File: src/rtl/fetch_pc_unit.sv
// rtl/fetch_pc_unit.sv - fetch-stage program counter with trap/jump redirect and optional return-address stack
// Optional feature: define PC_RETURN_STACK_EN to build the circular return-address stack.
module fetch_pc_unit #(
  parameter int unsigned WIDTH        = 32,
  parameter logic [31:0] RESET_VECTOR = 32'h00003000,
  parameter int unsigned STEP         = 4,
  parameter int unsigned RAS_DEPTH    = 4
) (
  input  logic             clock,
  input  logic             reset,
  input  logic             stall,
  input  logic             jumpEnabled,
  input  logic [1:0]       jumpType,
  input  logic [WIDTH-1:0] jumpOperand,
  input  logic             callEnabled,
  input  logic             trapEnabled,
  input  logic [WIDTH-1:0] trapVector,
  output logic [WIDTH-1:0] value,
  output logic             valueChangedTimes,
  output logic             rasEmpty,
  output logic             rasFull
);

  localparam logic [WIDTH-1:0] RESET_VALUE = WIDTH'(RESET_VECTOR);
  localparam logic [WIDTH-1:0] STEP_W      = WIDTH'(STEP);
  localparam logic [WIDTH-1:0] ALIGN_MASK  = ~(STEP_W - WIDTH'(1));

  localparam logic [1:0] JT_NEAR     = 2'd0;
  localparam logic [1:0] JT_FAR      = 2'd1;
  localparam logic [1:0] JT_RELATIVE = 2'd2;
  localparam logic [1:0] JT_RETURN   = 2'd3;

  logic [WIDTH-1:0] r_value;
  logic             r_toggle;

  logic [WIDTH-1:0] w_seq;
  logic [WIDTH-1:0] w_near;
  logic [WIDTH-1:0] w_rel;
  logic [WIDTH-1:0] w_redirect;
  logic [WIDTH-1:0] w_next;
  logic [WIDTH-1:0] w_ras_top;
  logic             w_ras_hit;

  assign w_seq  = r_value + STEP_W;
  assign w_near = {r_value[WIDTH-1:WIDTH-4], jumpOperand[WIDTH-7:0], 2'b00};
  assign w_rel  = r_value + {jumpOperand[WIDTH-3:0], 2'b00};

  always_comb begin
    w_redirect = jumpOperand;
    case (jumpType)
      JT_NEAR:     w_redirect = w_near;
      JT_FAR:      w_redirect = jumpOperand;
      JT_RELATIVE: w_redirect = w_rel;
      JT_RETURN:   w_redirect = w_ras_hit ? w_ras_top : jumpOperand;
      default:     w_redirect = jumpOperand;
    endcase
  end

  // Trap outranks any jump; every redirect target is forced onto a STEP boundary.
  assign w_next = trapEnabled ? (trapVector & ALIGN_MASK)
                : jumpEnabled ? (w_redirect & ALIGN_MASK)
                : w_seq;

  always_ff @(posedge clock or negedge reset) begin
    if (!reset) begin
      r_value  <= RESET_VALUE;
      r_toggle <= 1'b0;
    end else if (!stall) begin
      r_value  <= w_next;
      r_toggle <= ~r_toggle;
    end
  end

  assign value             = r_value;
  assign valueChangedTimes = r_toggle;

`ifdef PC_RETURN_STACK_EN
  localparam int unsigned PW = $clog2(RAS_DEPTH);
  localparam int unsigned CW = PW + 1;
  localparam logic [CW-1:0] DEPTH_C = CW'(RAS_DEPTH);

  logic [WIDTH-1:0] r_ras [RAS_DEPTH];
  logic [PW-1:0]    r_ptr;
  logic [CW-1:0]    r_count;
  logic             r_empty;
  logic             r_full;

  logic [PW-1:0] w_top_idx;
  logic          w_pop;
  logic          w_push;
  logic          w_wr_en;
  logic [PW-1:0] w_wr_idx;
  logic [PW-1:0] w_ptr_next;
  logic [CW-1:0] w_count_next;

  assign w_top_idx = r_ptr - PW'(1);
  assign w_ras_top = r_ras[w_top_idx];
  assign w_ras_hit = (r_count != '0);
  assign w_pop     = !stall && !trapEnabled && jumpEnabled && (jumpType == JT_RETURN) && w_ras_hit;
  assign w_push    = !stall && !trapEnabled && callEnabled;

  // r_ptr is the next free slot; when full it also addresses the oldest entry.
  always_comb begin
    w_wr_en      = 1'b0;
    w_wr_idx     = r_ptr;
    w_ptr_next   = r_ptr;
    w_count_next = r_count;
    if (w_pop && w_push) begin
      w_wr_en  = 1'b1;
      w_wr_idx = w_top_idx;
    end else if (w_pop) begin
      w_ptr_next   = r_ptr - PW'(1);
      w_count_next = r_count - CW'(1);
    end else if (w_push) begin
      w_wr_en      = 1'b1;
      w_ptr_next   = r_ptr + PW'(1);
      w_count_next = (r_count == DEPTH_C) ? r_count : r_count + CW'(1);
    end
  end

  always_ff @(posedge clock) begin
    if (w_wr_en) begin
      r_ras[w_wr_idx] <= w_seq;
    end
  end

  always_ff @(posedge clock or negedge reset) begin
    if (!reset) begin
      r_ptr   <= '0;
      r_count <= '0;
      r_empty <= 1'b1;
      r_full  <= 1'b0;
    end else begin
      r_ptr   <= w_ptr_next;
      r_count <= w_count_next;
      r_empty <= (w_count_next == '0);
      r_full  <= (w_count_next == DEPTH_C);
    end
  end

  assign rasEmpty = r_empty;
  assign rasFull  = r_full;
`else
  logic                        w_unused_call;
  logic [$clog2(RAS_DEPTH):0]  w_unused_depth;

  assign w_unused_call  = callEnabled;
  assign w_unused_depth = '0;
  assign w_ras_hit      = 1'b0;
  assign w_ras_top      = '0;
  assign rasEmpty       = 1'b1;
  assign rasFull        = 1'b0;
`endif

endmodule
File: config.mk
export PLATFORM = sky130hd
export DESIGN_NAME = fetch_pc_unit
export DESIGN_NICKNAME = d
export VERILOG_FILES = /design/src/rtl/fetch_pc_unit.sv
export SDC_FILE = /design/constraint.sdc
export NUM_CORES = 1
export LEC_CHECK = 0
export BUFFER_PORTS_ARGS = -buffer_cell sky130_fd_sc_hd__buf_2
export CORE_MARGIN = 3
export CORE_UTILIZATION = 35
export DETAILED_ROUTE_END_ITERATION = 8
export GPL_TIMING_DRIVEN = 0
export PLACE_DENSITY_LB_ADDON = 0.1
export SLEW_MARGIN = 10
export SYNTH_ARGS = -nofsm -noshare
export SYNTH_HDL_FRONTEND = slang
export SYNTH_SLANG_ARGS = --single-unit
File: constraint.sdc
create_clock -name clock -period 4.1 [get_ports clock]
set_input_delay 0.615 -clock clock [delete_from_list [all_inputs] [get_ports clock]]
set_output_delay 0.615 -clock clock [all_outputs]
set_load 0.01 [all_outputs]
==> summary.md <==
| Metric | Value |
|---|---|
| Ys flop type | `dfrtp_1` |
| Avg Inst Size Synth | `7.12 um^2` |
| Die H | `119 um` |
| Core footprint | `12300 um^2` |
| Worst setup path endpoint | `value[28]` |
| Worst slew margin | `0.441` |
| Hold buffers post-CTS | `0` |
| Fin Setup TNS | `0 ns` |
| Layout cell share with drive strength beyond 1 | `0.178` |
| Post-synthesis instance area | `4460 um^2` |
| Endpoints failing setup | `0` |
| GRT Total Usage | `0.263` |
| R2R Path Start | `value[9]` |
| Crit Path Class | `reg -> reg` |
| Hpwl dp | `14.7 mm` |
| GPL Wtd Cong | `0.918` |
| Power Density | `347 nW/um^2` |
| Clock Tree Buf Depth | `2` |
| Max_cap viols | `0` |
| Vias per Instance | `5.94` |
| Nature of the critical path endpoint | `flop` |
| Worst R2R Path Depth | `11` |
| 1st-pass router iterations | `5` |
| Vias in the first global route | `5302` |
| CTS tree | `yes` |
| Final min period | `3.44 ns` |
| Starting DRT DRC Count | `446` |
| Sequential area share after synthesis | `0.174` |
| CTS clk-pin slew, worst paths | `0.06 ns` |
| Clk_skew | `0.00773 ns` |
| Synth warn | `0` |
| Placed insts | `895` |
| CP Launch Point | `value[9]` |
| Area grow syn2layout | `19.8%` |
| Die Wd | `119 um` |
| Final ANT Viol Nets | `0` |
| Synth Register Bits | `31` |
| Largest net degree at the start of global routing | `32` |
| Initial antenna violation count | `0` |
| Max FO, Critical Path | `7` |
| Crit path DAT | `3.64 ns` |
| Gate Count Post-Synth | `627` |
| Slew Limit Fails | `0` |
| Final period util | `0.838` |
| Sink Count | `31` |
| Worst skew pair latency | `0.29 ns` |
| RSZ-0062 raised after global routing | `no` |
| Routed via count | `5365` |
| Cts repair resizes | `0` |
| Inserted Clock Buffers | `5` |
| Cell Rows | `40` |
| Lkg Pwr | `2.34 nW` |
| Worst-margin pin slew | `0.838 ns` |
| Final-report hold violation count | `0` |
| First-pass GRT wire length | `29.4 mm` |
| Critical path data required time | `4.31 ns` |
| Initial core utilization | `0.364` |
| Worst reg2reg path endpoint | `value[28]` |
| Post-CTS Repair Setup Buffers | `0` |
| Final wirelength | `18.8 mm` |
| Post-synth EDFFs | `0` |
| Fmax | `291 MHz` |
| Max rail drop VDD | `190 uV` |
| Diode count | `0` |
| CTS Root Cell | `clkbuf_16` |
| I/O Buffers | `98` |
| Fraction of registers with async set/reset | `1.00` |
| Die area | `14100 um^2` |
| Power Total | `1.85 mW` |
| Grt total ovfl | `0` |
| I/O pin count | `107` |
| Yosys cell types | `71` |
| Reg2reg setup slack | `0.66 ns` |
| Nets | `837` |
| Status | `finished clean` |
| Worst setup SP type | `flop` |
| CTS H-tree lvls | `2` |
| Worst hold path type | `in -> async` |
| DRC | `0` |
| DR WL/cell | `20.9 um` |
| Fin cells | `903` |
cell usage in the layout (no fill, tap or decap), types with 24 or more instances in the layout:
cell type  instances
a21oi_1           55
buf_2            101
clkbuf_1          24
dfrtp_1           29
ha_1              30
nand2_1           86
nand3_1           29
nor2_1            66
o21ai_0           39
xnor2_1           25
layout make-up:
type,instances,area (um^2)
Buffer,37,161
Clock buffer,6,139
Clock inverter,2,35.0
Fill cell,1356,6920
Inverter,17,63.8
Multi-Input combinational cell,544,3470
Sequential cell,31,778
Tap cell,168,210
Timing Repair Buffer,98,490
synth_stat cells, types with 13 or more instances:
library cell	instances	area share
a211oi_1	15	0.025
a21oi_1	55	0.062
and3_1	13	0.018
clkbuf_1	24	0.020
dfrtp_1	29	0.16
ha_1	30	0.084
inv_1	16	0.013
nand2_1	86	0.072
nand3_1	29	0.033
nor2_1	66	0.055
o211ai_1	16	0.027
o21ai_0	39	0.044
o221ai_1	13	0.026
xnor2_1	25	0.049
xor2_1	16	0.031
report_power, final:
part	total, mW	internal [mW]	switching (mW)
Sequential	0.451	0.357	0.0948
Combinational	0.943	0.382	0.561
Clock	0.461	0.303	0.158
worst min-delay path by stage:
stage	slack, ns	start	to	cells after the start
after CTS	0.43	reset	value[30]	1
final	0.41	reset	value[30]	1
after global routing	0.47	reset	value[30]	1
after detailed placement	0.45	valueChangedTimes	valueChangedTimes	1
after floorplan	0.32	reset	valueChangedTimes	0
after global placement	0.45	valueChangedTimes	valueChangedTimes	1
worst max-delay path: stages, from the launching register on:
cell and delay (ns):
dfrtp_1 0.48, ha_1 0.32, clkbuf_1 0.28, nand3_1 0.15, nor4_1 0.44, o311ai_0 0.34
and3_1 0.38, o211a_1 0.29, o21ai_1 0.16, xor2_1 0.20, nand2_1 0.08, a41oi_1 0.22
stage by stage:
step / setup WS, ns / cell area (um^2) / util / hold slack (ns)
after floorplan: 1.33 / 4470 / - / 0.319
after global placement: 0.583 / 5170 / 0.422 / 0.449
after detailed placement: 0.503 / 5170 / 0.422 / 0.453
after CTS: 0.700 / 5350 / 0.436 / 0.434
after global routing: 0.464 / 5350 / 0.436 / 0.469
final: 0.664 / 5350 / 0.436 / 0.411
sequential cells by signal, indices dropped and copies added, names as in the netlist:
| signal | count |
|---|---|
| value | 30 |
| valueChangedTimes | 1 |
kinds of logic after synthesis:
logic type	after synthesis	synth area share
compound gates	213	0.319
xor+xnor	41	0.0804
fa+ha+maj	31	0.0886
buf+inv	54	0.0504
flops	31	0.174
mux	13	0.0300
other cells	2	0.00168
simple gates	242	0.255
per-layer routing:
metal,vias to the layer above,wire length [um],part of all wire,track usage
met2,234,8770,0.47,0.432
met3,33,1310,0.070,0.0461
li1,2541,-,-,-
met5,-,0,0,0
met1,2557,8320,0.44,0.351
met4,0,437,0.023,0.0847
Power figures use the tool's default switching activity.
